==> src/rtl/ili9341_frame_scaler_if.sv <==
// Pixel stream towards the ILI9341 controller and read bus towards the image ROM.
interface ili9341_frame_scaler_if #(
   parameter int PIXEL_SIZE = 16,
   parameter int ADDR_W     = 15
);
   logic [ADDR_W-1:0]     mem_addr;
   logic [PIXEL_SIZE-1:0] mem_data;
   logic [PIXEL_SIZE-1:0] pix_data;
   logic                  pix_valid;
   logic                  pix_ready;
   logic                  frame_start;
   logic                  frame_done;

   modport master (
      output mem_addr,
      input  mem_data,
      output pix_data,
      output pix_valid,
      input  pix_ready,
      output frame_start,
      output frame_done
   );

   modport slave (
      input  mem_addr,
      output mem_data,
      input  pix_data,
      input  pix_valid,
      output pix_ready,
      input  frame_start,
      input  frame_done
   );
endinterface

==> src/rtl/ili9341_frame_scaler.sv <==
// Streams one upscaled ROM image (or solid fill) per frame to the ILI9341 controller.
// Optional ILI9341_TEST_PATTERN_EN: img_sel == NUM_IMAGES emits an 8-bar colour pattern.
module ili9341_frame_scaler #(
   parameter int SRC_W      = 80,
   parameter int SRC_H      = 80,
   parameter int SCALE      = 3,
   parameter int PIXEL_SIZE = 16,
   parameter int NUM_IMAGES = 5,
   parameter int SEL_W      = 3,
   parameter int ADDR_W     = $clog2(NUM_IMAGES * SRC_W * SRC_H)
) (
   input  logic                  clk,
   input  logic                  rst,
   input  logic [SEL_W-1:0]      img_sel,
   input  logic                  fill_en,
   input  logic [PIXEL_SIZE-1:0] fill_color,
   input  logic                  refresh,
   ili9341_frame_scaler_if.master bus
);

   localparam int XW = (SRC_W > 1) ? $clog2(SRC_W) : 1;
   localparam int YW = (SRC_H > 1) ? $clog2(SRC_H) : 1;
   localparam int KW = (SCALE > 1) ? $clog2(SCALE) : 1;
   localparam logic [XW-1:0]     X_LAST    = XW'(SRC_W - 1);
   localparam logic [YW-1:0]     Y_LAST    = YW'(SRC_H - 1);
   localparam logic [KW-1:0]     K_LAST    = KW'(SCALE - 1);
   localparam logic [ADDR_W-1:0] IMG_WORDS = ADDR_W'(SRC_W * SRC_H);
   localparam logic [ADDR_W-1:0] ROW_WORDS = ADDR_W'(SRC_W);
   localparam logic [31:0]       NUM_IMG_V = 32'(NUM_IMAGES);

`ifdef ILI9341_TEST_PATTERN_EN
   localparam int unsigned DST_W = int unsigned'(SRC_W * SCALE);

   function automatic logic [PIXEL_SIZE-1:0] bar_color(input logic [XW-1:0] col,
                                                       input logic [KW-1:0] rep);
      int unsigned x;
      logic [15:0] c;
      x = 32'(col) * int unsigned'(SCALE) + 32'(rep);
      case ((x * 8) / DST_W)
         0:       c = 16'hF800;
         1:       c = 16'h07E0;
         2:       c = 16'h001F;
         3:       c = 16'hFFE0;
         4:       c = 16'hF81F;
         5:       c = 16'h07FF;
         6:       c = 16'hFFFF;
         default: c = 16'h0000;
      endcase
      return PIXEL_SIZE'(c);
   endfunction
`endif

   typedef enum logic [1:0] {S_FETCH, S_WAIT, S_OUT, S_DONE} state_t;

   state_t                state_q, state_d;
   logic [XW-1:0]         sx_q, sx_d;
   logic [YW-1:0]         sy_q, sy_d;
   logic [KW-1:0]         kx_q, kx_d;
   logic [KW-1:0]         ky_q, ky_d;
   logic [SEL_W-1:0]      sel_l_q, sel_l_d;
   logic                  fill_l_q, fill_l_d;
   logic [PIXEL_SIZE-1:0] color_l_q, color_l_d;
   logic                  start_q, start_d;
   logic                  first_q, first_d;
   logic [PIXEL_SIZE-1:0] pix_data_q, pix_data_d;
   logic                  pix_valid_q, pix_valid_d;
   logic [ADDR_W-1:0]     mem_addr_q, mem_addr_d;
   logic                  frame_start_q, frame_start_d;
   logic                  frame_done_q, frame_done_d;

   logic sel_oob;
   logic pat_mode;
   logic fill_mode;
   logic no_rom;
   logic handshake;
   logic relaunch;

   // Mode is derived from the latched selection so a mid-frame input change cannot tear a frame.
   always_comb begin
      sel_oob = (32'(sel_l_q) >= NUM_IMG_V);
`ifdef ILI9341_TEST_PATTERN_EN
      pat_mode = !fill_l_q && (32'(sel_l_q) == NUM_IMG_V);
`else
      pat_mode = 1'b0;
`endif
      fill_mode = fill_l_q || (sel_oob && !pat_mode);
      no_rom    = fill_mode || pat_mode;
      handshake = pix_valid_q && bus.pix_ready;
      relaunch  = start_q || refresh || (img_sel != sel_l_q) || (fill_en != fill_l_q) ||
                  (fill_en && (fill_color != color_l_q));
   end

   always_comb begin
      state_d       = state_q;
      sx_d          = sx_q;
      sy_d          = sy_q;
      kx_d          = kx_q;
      ky_d          = ky_q;
      sel_l_d       = sel_l_q;
      fill_l_d      = fill_l_q;
      color_l_d     = color_l_q;
      start_d       = start_q;
      first_d       = first_q;
      pix_data_d    = pix_data_q;
      pix_valid_d   = pix_valid_q;
      frame_start_d = 1'b0;

      unique case (state_q)
         S_DONE: begin
            if (relaunch) begin
               state_d   = S_FETCH;
               sel_l_d   = img_sel;
               fill_l_d  = fill_en;
               color_l_d = fill_color;
               start_d   = 1'b0;
               first_d   = 1'b1;
            end
         end
         S_FETCH: begin
            if (no_rom) begin
               state_d     = S_OUT;
               pix_valid_d = 1'b1;
`ifdef ILI9341_TEST_PATTERN_EN
               pix_data_d  = pat_mode ? bar_color(sx_q, kx_q) : color_l_q;
`else
               pix_data_d  = color_l_q;
`endif
            end else begin
               state_d = S_WAIT;
            end
         end
         S_WAIT: begin
            state_d     = S_OUT;
            pix_valid_d = 1'b1;
            pix_data_d  = bus.mem_data;
         end
         S_OUT: begin
            if (handshake) begin
               first_d       = 1'b0;
               frame_start_d = first_q;
               if (kx_q != K_LAST) begin
                  // Horizontal repeat reuses the held pixel; only the test pattern may vary within it.
                  kx_d = kx_q + 1'b1;
`ifdef ILI9341_TEST_PATTERN_EN
                  if (pat_mode) pix_data_d = bar_color(sx_q, kx_d);
`endif
               end else begin
                  kx_d        = '0;
                  pix_valid_d = 1'b0;
                  if ((sx_q == X_LAST) && (sy_q == Y_LAST) && (ky_q == K_LAST)) begin
                     state_d = S_DONE;
                     sx_d    = '0;
                     sy_d    = '0;
                     ky_d    = '0;
                  end else begin
                     state_d = S_FETCH;
                     if (sx_q != X_LAST) begin
                        sx_d = sx_q + 1'b1;
                     end else begin
                        sx_d = '0;
                        if (ky_q != K_LAST) begin
                           ky_d = ky_q + 1'b1;
                        end else begin
                           ky_d = '0;
                           sy_d = sy_q + 1'b1;
                        end
                     end
                  end
               end
            end
         end
         default: state_d = S_DONE;
      endcase

      frame_done_d = (state_d == S_DONE);
      mem_addr_d   = ADDR_W'(sel_l_d) * IMG_WORDS + ADDR_W'(sy_d) * ROW_WORDS + ADDR_W'(sx_d);
   end

   always_ff @(posedge clk) begin
      if (rst) begin
         state_q       <= S_DONE;
         sx_q          <= '0;
         sy_q          <= '0;
         kx_q          <= '0;
         ky_q          <= '0;
         sel_l_q       <= '0;
         fill_l_q      <= 1'b0;
         color_l_q     <= '0;
         start_q       <= 1'b1;
         first_q       <= 1'b0;
         pix_data_q    <= '0;
         pix_valid_q   <= 1'b0;
         mem_addr_q    <= '0;
         frame_start_q <= 1'b0;
         frame_done_q  <= 1'b1;
      end else begin
         state_q       <= state_d;
         sx_q          <= sx_d;
         sy_q          <= sy_d;
         kx_q          <= kx_d;
         ky_q          <= ky_d;
         sel_l_q       <= sel_l_d;
         fill_l_q      <= fill_l_d;
         color_l_q     <= color_l_d;
         start_q       <= start_d;
         first_q       <= first_d;
         pix_data_q    <= pix_data_d;
         pix_valid_q   <= pix_valid_d;
         mem_addr_q    <= mem_addr_d;
         frame_start_q <= frame_start_d;
         frame_done_q  <= frame_done_d;
      end
   end

   assign bus.mem_addr    = mem_addr_q;
   assign bus.pix_data    = pix_data_q;
   assign bus.pix_valid   = pix_valid_q;
   assign bus.frame_start = frame_start_q;
   assign bus.frame_done  = frame_done_q;

endmodule

==> src/flat_wrapper.sv <==
// flat-port wrapper written by rule: the top's interface ports become plain ports
module ili9341_frame_scaler_flat 
#(
   parameter int SRC_W      = 80,
   parameter int SRC_H      = 80,
   parameter int SCALE      = 3,
   parameter int PIXEL_SIZE = 16,
   parameter int NUM_IMAGES = 5,
   parameter int SEL_W      = 3,
   parameter int ADDR_W     = $clog2(NUM_IMAGES * SRC_W * SRC_H)
)
  (clk, rst, img_sel, fill_en, fill_color, refresh, bus_mem_addr, bus_mem_data, bus_pix_data, bus_pix_valid, bus_pix_ready, bus_frame_start, bus_frame_done);
  ili9341_frame_scaler_if #(.PIXEL_SIZE(PIXEL_SIZE), .ADDR_W(ADDR_W)) bus_i ();
  input  logic clk;
  input  logic rst;
  input  logic [SEL_W-1:0] img_sel;
  input  logic fill_en;
  input  logic [PIXEL_SIZE-1:0] fill_color;
  input  logic refresh;
  output wire logic [$bits(bus_i.mem_addr)-1:0] bus_mem_addr;
  input wire logic [$bits(bus_i.mem_data)-1:0] bus_mem_data;
  output wire logic [$bits(bus_i.pix_data)-1:0] bus_pix_data;
  output wire logic [$bits(bus_i.pix_valid)-1:0] bus_pix_valid;
  input wire logic [$bits(bus_i.pix_ready)-1:0] bus_pix_ready;
  output wire logic [$bits(bus_i.frame_start)-1:0] bus_frame_start;
  output wire logic [$bits(bus_i.frame_done)-1:0] bus_frame_done;
  assign bus_mem_addr = bus_i.mem_addr;
  assign bus_i.mem_data = bus_mem_data;
  assign bus_pix_data = bus_i.pix_data;
  assign bus_pix_valid = bus_i.pix_valid;
  assign bus_i.pix_ready = bus_pix_ready;
  assign bus_frame_start = bus_i.frame_start;
  assign bus_frame_done = bus_i.frame_done;
  ili9341_frame_scaler #(.SRC_W(SRC_W), .SRC_H(SRC_H), .SCALE(SCALE), .PIXEL_SIZE(PIXEL_SIZE), .NUM_IMAGES(NUM_IMAGES), .SEL_W(SEL_W), .ADDR_W(ADDR_W)) u_core (.clk(clk), .rst(rst), .img_sel(img_sel), .fill_en(fill_en), .fill_color(fill_color), .refresh(refresh), .bus(bus_i));
endmodule
==> config.mk <==
export PLATFORM = sky130hd
export DESIGN_NAME = ili9341_frame_scaler_flat
export DESIGN_NICKNAME = d
export VERILOG_FILES = /design/src/rtl/ili9341_frame_scaler_if.sv /design/src/rtl/ili9341_frame_scaler.sv /design/src/flat_wrapper.sv
export SDC_FILE = /design/constraint.sdc
export NUM_CORES = 1
export LEC_CHECK = 0
export ABC_AREA = 0
export BUFFER_PORTS_ARGS = -buffer_cell sky130_fd_sc_hd__buf_2
export CORE_ASPECT_RATIO = 0.9
export CORE_MARGIN = 2
export CORE_UTILIZATION = 42
export DETAILED_ROUTE_END_ITERATION = 8
export PLACE_DENSITY = 0.74
export SYNTH_ARGS = -nofsm -noshare
export SYNTH_HDL_FRONTEND = slang
export SYNTH_SLANG_ARGS = --single-unit
==> constraint.sdc <==
create_clock -name clk -period 3.54 [get_ports clk]
set_input_delay 0.177 -clock clk [delete_from_list [all_inputs] [get_ports clk]]
set_output_delay 0.177 -clock clk [all_outputs]
set_load 0.01 [all_outputs]
==> run_results.csv, run 1 <==
group,metric,value,unit
outcome,status,"finished with violations",
outcome,violations,"setup timing",
detailed_routing,drtAntennaViolNets,0,
layout,insertedDiodeCount,0,
detailed_routing,first_pass_iters,5,
detailed_routing,wl_per_cell,14.7,µm
timing,max_freq,269,MHz
synth,yosysTopAreaCell,"dfxtp_1",
layout,stdcell_area,5370,µm²
layout,nets,625,
timing,slew-limit-headroom,28.7,%
floorplanning,die_h,96.9,µm
timing,hold_ws,104,ps
clock_tree,path_clk_slew,80,ps
placement,io_buffer_count,73,
floorplanning,start_util,43.7,%
timing,finalCritPeriodShare,105,%
critical_path,required,3790,ps
placement,gp_congestion,0.894,
timing,maxSlewViolCount,0,
detailed_routing,viasPerCell,5.09,
synth,syn_avg_cell_area,9.11,µm²
floorplanning,die_area,10400,µm²
power,power.share.sequential,44.2,%
critical_path,worstSetupPathType,"reg -> reg",
layout,num-fill-cells,782,
clock_tree,cts_buffers,9,
critical_path,crit_path_max_fanout,4,
clock_tree,cts_root_buf,"clkbuf_8",
critical_path,cp-end-kind,"flip-flop",
power,irDropWorstVdd,0.183,mV
worst_hold_path,hold_path_class,"in -> reg",
detailed_routing,drt_iter0_drc,144,
critical_path,arrival,3970,ps
timing,skew,11.1,ps
global_route,grt_max_degree,54,
clock_tree,htree_levels,3,
synth,syn_area,4030,µm²
detailed_routing,finalWirelength,10.1,mm
synth,yosysSeqAreaShare,35.8,%
synth,synth_cell_types,49,
job,drv_cap,0,
synth,synth_flop_cell,"dfxtp_1",
layout,area_growth,33.3,%
power,clkPwrFrac,31.5,%
global_route,first_global_vias,3566,
global_route,grt.overflow.total,0,
critical_path,cp-start-kind,"flip-flop",
detailed_routing,vias,3494,
layout,drive_above_1_share,34.4,%
clock_tree,cts_tree,"built",
timing,setup_viol,5,
placement,placed_area,4860,µm²
timing,worst_pin_slew,1060,ps
timing,hold_violations,0,
clock_tree,cts_buffer_depth,2,
global_route,groute.usage.overall,20.0,%
floorplanning,core,9210,µm²
synth,synth_warnings,0,
global_route,grt_first_pass_wirelength,16.8,mm
power,p_int,1.49,mW
synth,synthesis.instances,442,
floorplanning,die_width,107,µm
placement,dp_hpwl,7.35,mm
clock_tree,ctsHoldBuffers,0,
timing,final.setup.worst_slack,-183,ps
floorplanning,row_count,33,
synth,ys_seq_elements,72,
synth,synth-async-reset-ratio,0,%
timing,finalCriticalPeriod,3720,ps
timing,rsz0062_at_grt,"yes",
clock_tree,clkSinkCount,72,
power,power.share.combinational,24.3,%
detailed_routing,drc,0,
power,p_per_area,400,nW/µm²
clock_tree,clk_latency,350,ps
global_route,antenna_found_initial,0,
power,swShare,30.7,%
synth,syn_nets,508,
power,p_leak,2.42,nW
synth,synthTopCellsByArea,"dfxtp_1, mux2i_1, ha_1",
power,p_sw,0.659,mW
floorplanning,io_pins,74,
synth,synth_top_area_share,35.8,%
synth,synth_edf_count,0,
==> logic make-up after synthesis <==
logic type,after synthesis,share of synthesized area [%]
and+or+nand+nor,161,21.2
xor gates and xnor gates,36,7.83
DFF,72,35.8
muxes,41,10.3
AOI/OAI and AO/OA,73,12.4
buffers and inverters,33,4.10
adders and majority gates,26,8.45
==> per-layer routing <==
layer | vias to the layer above | part of all wire, % | GRT usage, %
met5 | - | 0 | 0
met4 | 0 | 1.7 | 5.89
met3 | 14 | 4.5 | 3.98
met2 | 72 | 46 | 31.3
met1 | 1629 | 48 | 27.9
li1 | 1779 | - | -
==> area by class of cell <==
type	instances	area (µm²)	area share, %
clock buffers	10	138	2.56
well taps	122	153	2.84
flip-flops and latches	72	1440	26.9
multi-input cells	337	2730	50.9
repair buffers	129	797	14.8
clock inverters	6	67.6	1.26
inverters	10	37.5	0.699
==> timing repair <==
action,in CTS,in global routing
pin swaps,30,29
hold endpoints to repair,0,0
buffers inserted,5,2
resized for setup,15,31
gates cloned,0,0
endpoints found under the setup margin,5,6
==> sequential cells by signal (all words and copies together), names as in the netlist, 2 cells and up, named ones only <==
| register | flops |
|---|---|
| u_core.bus.mem_addr | 11 |
| u_core.bus.pix_data | 16 |
| u_core.color_l_q | 16 |
| u_core.kx_q | 2 |
| u_core.ky_q | 2 |
| u_core.sel_l_q | 3 |
| u_core.state_q | 2 |
| u_core.sx_q | 3 |
| u_core.sy_q | 7 |
==> path summary, 6_finish.rpt <==
kind | end | from | depth (start not counted) | slack, ps
worst max-delay path | u_core.bus.mem_addr[14] | flip-flop | 22 | -180
worst min-delay path | u_core.color_l_q[10] | fill_color[10] | 3 | 100
worst min register to register | u_core.first_q | u_core.first_q | 2 | 460
worst max register to register | u_core.bus.mem_addr[14] | flip-flop | 22 | -180
==> through the flow <==
step | worst slack [ps] | TNS [ps] | power, mW | utilization, % | instances
floorplan | -57.0 | -104 | 1.30 | - | 442
global placement | -159 | -442 | 1.45 | 52.8 | 663
detailed placement | -246 | -870 | 1.47 | 52.8 | 663
CTS | -190 | -593 | 2.15 | 56.1 | 684
global route | -365 | -1550 | 2.27 | 58.3 | 686
finish | -183 | -649 | 2.14 | 58.3 | 686
==> Yosys cell counts (all sizes together), types with 3 or more instances <==
cell and count:
nor3b 3, nand4 3, nor4 3, and3 3, a21o 8, xnor2 15
ha 24, nand3 8, inv 10, mux2 3, dfxtp 72, o21ai 8
xor2 21, nor2 40, mux2i 38, nand2 20, or3 4, nor2b 12
a21oi 18, nor3 11, nand2b 46, a211oi 19, buf 10, clkbuf 13
==> worst max-delay path, stage by stage (launching register included) <==
cell and delay, ps:
dfxtp_2 360, ha_4 130, and3_4 190, and4_4 260, nand2_4 70, buf_4 150, nand2_1 80, nand2_1 120
ha_4 300, ha_4 130, inv_2 30, fa_2 340, inv_2 60, a21oi_2 40, o21ai_2 170, xor2_1 170
ha_1 310, nand3_2 110, nand2_2 70, buf_6 120, a211oi_4 230, o21ai_1 90, o31ai_1 80
==> power groups by stage <==
stage	clock network (mW)	registers [mW]	logic [mW]
6_report	0.676	0.947	0.521
5_1_grt	0.731	0.957	0.580
4_1_cts	0.692	0.947	0.514
3_5_place_dp	0	0.966	0.502
3_3_place_gp	0	0.963	0.486
2_1_floorplan	0	0.977	0.323
==> cell usage in the layout (no fill, tap or decap), drive strengths merged, types with 3 or more instances in the layout <==
cell and count:
dfxtp 72, nand2b 46, clkbuf 10, nor3 11, a21o 8, nor4 3, xor2 21, a21oi 18
nand4 3, nor3b 3, or3 4, a211oi 19, xnor2 15, nor2b 12, ha 24, and3 3
nor2 40, mux2i 38, o21ai 8, nand3 8, buf 129, nand2 20, inv 11, mux2 3
No activity file was read; power rests on OpenSTA's default activity.
==> run 2, diff against run 1 <==
--- a/config.mk
+++ b/config.mk
@@ -6,12 +6,12 @@
 export NUM_CORES = 1
 export LEC_CHECK = 0
 export ABC_AREA = 0
-export BUFFER_PORTS_ARGS = -buffer_cell sky130_fd_sc_hd__buf_2
+export BUFFER_PORTS_ARGS = -buffer_cell sky130_fd_sc_hd__clkbuf_2
 export CORE_ASPECT_RATIO = 0.9
 export CORE_MARGIN = 2
 export CORE_UTILIZATION = 42
 export DETAILED_ROUTE_END_ITERATION = 8
-export PLACE_DENSITY = 0.74
+export PLACE_DENSITY = 0.72
 export SYNTH_ARGS = -nofsm -noshare
 export SYNTH_HDL_FRONTEND = slang
 export SYNTH_SLANG_ARGS = --single-unit
==> constraint.sdc (replaced) <==
create_clock -name clk -period 4.5 [get_ports clk]
set_input_delay 0.225 -clock clk [delete_from_list [all_inputs] [get_ports clk]]
set_output_delay 0.225 -clock clk [all_outputs]
set_load 0.01 [all_outputs]
==> run_results.csv, run 2 (synthesis results as in run 1) <==
group,metric,value,unit
global_route,groute.usage.overall,17.6,%
timing,hold_ws,125,ps
layout,multi_input_area,2450,µm²
power,p_leak,2.11,nW
detailed_routing,drt_iter0_drc,93,
outcome,status,"finished clean",
clock_tree,htree_levels,3,
timing,final.setup.worst_slack,362,ps
layout,insertedDiodeCount,0,
layout,regArea,1440,µm²
layout,drive_above_1_share,20.4,%
floorplanning,io_pins,74,
timing,worst_pin_slew,1040,ps
timing,rsz0062_at_grt,"no",
clock_tree,cts_buffer_depth,2,
layout,mostFrequentLayoutCell,"clkbuf_2",
timing,setup_tns,0,ps
clock_tree,clk_latency,360,ps
floorplanning,row_count,33,
timing,finalCritPeriodShare,92.0,%
worst_hold_path,hold_path_class,"in -> reg",
power,finalPower,1.59,mW
worst_hold_path,holdCritStartpoint,"fill_color[11]",
clock_tree,cts_root_buf,"clkbuf_8",
timing,maxSlewViolCount,0,
placement,dp_slack,324,ps
critical_path,required,4720,ps
detailed_routing,finalWirelength,8.71,mm
global_route,grt.overflow.total,0,
placement,io_buffer_count,73,
detailed_routing,vias,3269,
floorplanning,die_width,107,µm
floorplanning,start_util,43.7,%
clock_tree,path_clk_slew,90,ps
clock_tree,cts_buffers,9,
layout,num-fill-cells,871,
placement,dp_hpwl,6.50,mm
timing,slew-limit-headroom,30.4,%
timing,finalCriticalPeriod,4140,ps
critical_path,worstSetupPathType,"reg -> reg",
timing,setup_viol,0,
clock_tree,cts_tree,"built",
job,drv_cap,0,
critical_path,crit_path_max_fanout,6,
detailed_routing,drtAntennaViolNets,0,
layout,layout_common_cells,"clkbuf_2, dfxtp_1, nand2b_1",
layout,nets,576,
layout,area_growth,16.2,%
placement,gp_congestion,0.800,
critical_path,cp-start-kind,"flip-flop",
detailed_routing,viasPerCell,5.13,
detailed_routing,drc,0,
global_route,grt_first_pass_wirelength,14.8,mm
global_route,grt_max_degree,94,
clock_tree,clkSinkCount,72,
layout,utilization,50.8,%
power,p_per_area,341,nW/µm²
detailed_routing,wl_per_cell,13.7,µm
floorplanning,core,9210,µm²
timing,skew,10.5,ps
floorplanning,die_h,96.9,µm
global_route,first_global_vias,3155,
timing,hold_violations,0,
critical_path,arrival,4360,ps
critical_path,cp-end-kind,"flip-flop",
floorplanning,die_area,10400,µm²
timing,max_freq,242,MHz
global_route,antenna_found_initial,0,
detailed_routing,first_pass_iters,4,
power,irDropWorstVdd,0.154,mV
[run 2: worst max-delay path, cell delays in order, from the launching register on]
cell and delay, ps:
dfxtp_1 400, ha_1 220, and3_1 230, and4_1 230, nand2_1 130, or3_1 400
nand2_1 110, ha_1 150, ha_1 160, inv_1 50, fa_1 390, inv_1 80
a21oi_1 70, o21ai_1 210, xor2_1 180, ha_1 300, and3_1 200, a211oi_1 270
xor2_1 170, nor2_1 60
[run 2: through the flow]
stage                     area [µm²]  std cells
after floorplan                 4030        442
after detailed placement        4460        619
after CTS                       4650        635
final                           4680        637
after global routing            4680        637
after global placement          4460        619
[run 2: layout make-up]
type	count	share of cell area [%]
Sequential cell	72	30.8
Clock inverter	7	1.31
Multi-Input combinational cell	337	52.3
Timing Repair Buffer	80	8.93
Clock buffer	9	2.65
Inverter	10	0.802
Tap cell	122	3.26
[run 2: final timing paths]
path / end / cells past startpoint / slack (ps)
max: u_core.bus.mem_addr[12] / 19 / 360
min: u_core.color_l_q[11] / 3 / 130
max reg2reg: u_core.bus.mem_addr[12] / 19 / 360
min reg2reg: u_core.first_q / 2 / 470
[run 2: what timing repair did]
action                                  CTS  global route
endpoints found under the setup margin    0             3
buffers inserted                          0             2
hold buffers                              0             0
gates resized for setup                   0             6
[run 2: power by group]
part	total (mW)	internal, mW	switching (mW)
clock network	0.490	0.211	0.279
logic	0.352	0.166	0.185
registers	0.753	0.701	0.0519
total	1.59	1.08	0.516
[run 2: layer usage]
metal	part of all wire (%)	wire, µm	track usage (%)
met5	0	0	0
met4	0.96	84	4.50
met3	4.1	356	4.51
met2	46	3970	28.1
met1	49	4300	23.7
==> run 3, diff against run 2 <==
--- a/config.mk
+++ b/config.mk
@@ -5,8 +5,9 @@
 export SDC_FILE = /design/constraint.sdc
 export NUM_CORES = 1
 export LEC_CHECK = 0
-export ABC_AREA = 0
+export ABC_AREA = 1
 export BUFFER_PORTS_ARGS = -buffer_cell sky130_fd_sc_hd__clkbuf_2
+export CAP_MARGIN = 30
 export CORE_ASPECT_RATIO = 0.9
 export CORE_MARGIN = 2
 export CORE_UTILIZATION = 42
==> run_results.csv, run 3 <==
group,metric,value,unit
layout,mostFrequentLayoutCell,"nand2_1",
layout,drive_above_1_share,18.0,%
timing,setup_viol,0,
floorplanning,io_pins,74,
critical_path,required,4720,ps
synth,synthTopCellsByCount,"nand2_1, inv_1, dfxtp_1",
clock_tree,cts_buffer_depth,2,
placement,dp_slack,295,ps
detailed_routing,drt_iter0_drc,149,
layout,area_growth,19.8,%
floorplanning,die_area,11000,µm²
layout,num-fill-cells,991,
layout,layout_common_cells,"nand2_1, inv_1, clkbuf_2",
clock_tree,clk_latency,330,ps
detailed_routing,wl_per_cell,12.6,µm
clock_tree,clkSinkCount,72,
timing,finalCriticalPeriod,4060,ps
global_route,grt.overflow.total,0,
global_route,groute.usage.overall,19.8,%
layout,regArea,1440,µm²
timing,setup_tns,0,ps
synth,syn_avg_cell_area,6.85,µm²
timing,skew,6.29,ps
placement,dp_hpwl,7.44,mm
global_route,grt_first_pass_wirelength,17.4,mm
clock_tree,htree_levels,3,
critical_path,cp-start-kind,"flip-flop",
synth,yosysMostFrequentCell,"nand2_1",
synth,yosysTopAreaCell,"dfxtp_1",
timing,finalCritPeriodShare,90.3,%
critical_path,crit_path_max_fanout,5,
detailed_routing,finalWirelength,10.3,mm
floorplanning,die_h,99.5,µm
power,irDropWorstVdd,0.209,mV
synth,synth_flop_cell,"dfxtp_1",
synth,ys_seq_elements,72,
timing,maxSlewViolCount,0,
layout,insertedDiodeCount,0,
synth,yosysSeqAreaShare,33.8,%
synth,syn_nets,688,
floorplanning,row_count,34,
clock_tree,cts_root_buf,"clkbuf_16",
clock_tree,path_clk_slew,60,ps
critical_path,arrival,4280,ps
clock_tree,cts_tree,"built",
power,p_per_area,388,nW/µm²
timing,hold_violations,0,
detailed_routing,vias,4147,
global_route,antenna_found_initial,0,
global_route,grt_max_degree,44,
detailed_routing,drtAntennaViolNets,0,
synth,synth_edf_count,0,
critical_path,cp-end-kind,"flip-flop",
timing,slew-limit-headroom,43.6,%
global_route,first_global_vias,3977,
floorplanning,start_util,43.5,%
synth,synthesis.instances,622,
power,p_leak,2.57,nW
synth,synth_warnings,0,
detailed_routing,viasPerCell,5.06,
timing,worst_pin_slew,845,ps
synth,synthTopCellsByArea,"dfxtp_1, nand2_1, inv_1",
critical_path,reg2reg_setup_slack,440,ps
synth,synth_top_area_share,33.8,%
synth,synth-async-reset-ratio,0,%
worst_hold_path,hold_path_class,"in -> reg",
detailed_routing,drc,0,
layout,nets,754,
outcome,status,"finished clean",
timing,rsz0062_at_grt,"no",
critical_path,worstSetupPathType,"reg -> reg",
detailed_routing,first_pass_iters,5,
floorplanning,core,9780,µm²
timing,final.setup.worst_slack,435,ps
placement,gp_congestion,0.856,
job,drv_cap,0,
layout,multi_input_area,2380,µm²
floorplanning,die_width,110,µm
synth,synth_cell_types,43,
synth,syn_area,4260,µm²
clock_tree,cts_buffers,9,
timing,max_freq,246,MHz
placement,io_buffer_count,73,
[run 3: cell types whose count changed in the layout (fill, tap and decap cells not counted), moves of 9 or more]
cell | before | now
inv_1 | 10 | 90
xnor2_1 | 15 | 4
mux2i_1 | 38 | 2
nor2b_1 | 11 | 0
o21ai_0 | 5 | 33
a31oi_1 | 2 | 17
xor2_1 | 21 | 5
nand3_1 | 8 | 47
nand2b_1 | 46 | 0
nand2_1 | 20 | 145
a21oi_1 | 17 | 38
a211oi_1 | 18 | 4
clkbuf_16 | 0 | 9
nor2_1 | 39 | 58
[run 3: worst max-delay path, stage by stage (launching register included)]
cell and delay [ps]:
dfxtp_1 390, ha_2 230, nand3_2 140, nor3_2 220
nand2_1 90, nor2_2 130, nand2_1 110, xor2_2 160
nor2_1 160, ha_1 260, ha_1 310, inv_1 60
o21ai_1 210, nand2_1 70, nand2_1 60, nand2_1 60
nand4_1 90, nand2_1 60, ha_1 350, inv_1 140
o21ai_0 110, a31oi_1 190, nand3_1 120, o21ai_0 190
a21oi_1 60
[run 3: worst paths after layout]
path | from | to | cells past startpoint
max reg2reg | flip-flop | u_core.bus.mem_addr[13] | 24
min | bus_mem_data[10] | u_core.bus.pix_data[10] | 3
min reg2reg | u_core.first_q | u_core.bus.frame_start | 2
max | flip-flop | u_core.bus.mem_addr[13] | 24
[run 3: logic make-up after synthesis]
family	count (synthesis)	share of synthesized area, %
flip-flops	72	33.8
adder cells (fa/ha/maj)	26	7.99
XOR/XNOR	10	2.06
buffers and inverters	118	11.1
multiplexers	2	0.470
AO/OA/AOI/OAI	105	13.8
AND/OR/NAND/NOR	289	30.8
[run 3: routing by layer]
metal / vias to the layer above / wire [µm] / part of all wire [%] / GRT usage (%)
met5: - / 0 / 0 / 0
met4: 0 / 136 / 1.3 / 6.73
met3: 13 / 662 / 6.4 / 4.06
met2: 113 / 4760 / 46 / 32.6
met1: 1876 / 4760 / 46 / 25.6
li1: 2145 / - / - / -
[run 3: cell type report]
cell class                 instances  area share, %
clock buffer                      10           4.68
clock inverter                     6           2.26
inverter                          94           7.01
multi-input combinational        432           46.7
sequential                        72           28.3
tap                              126           3.09
timing repair buffer              79           8.05
[run 3: report_power, final]
part           switching [mW]  internal (mW)  total (mW)
combinational           0.243          0.141       0.384
clock                   0.289          0.560       0.848
sequential             0.0439          0.705       0.749
[run 3: metrics by stage]
step | hold slack (ps) | utilization (%) | cells | total power [mW] | instance area (µm²)
global route | 172 | 52.1 | 819 | 2.08 | 5100
detailed placement | 446 | 47.9 | 800 | 1.14 | 4690
finish | 158 | 52.1 | 819 | 1.98 | 5100
CTS | 147 | 51.5 | 816 | 1.99 | 5040
floorplan | 301 | - | 622 | 1.02 | 4260
global placement | 444 | 47.9 | 800 | 1.13 | 4690
[run 3: what timing repair did]
action / CTS / global route
gates resized for setup: 0 / 8
hold buffers: 0 / 0
buffers inserted: 0 / 3
setup endpoints to repair: 0 / 3
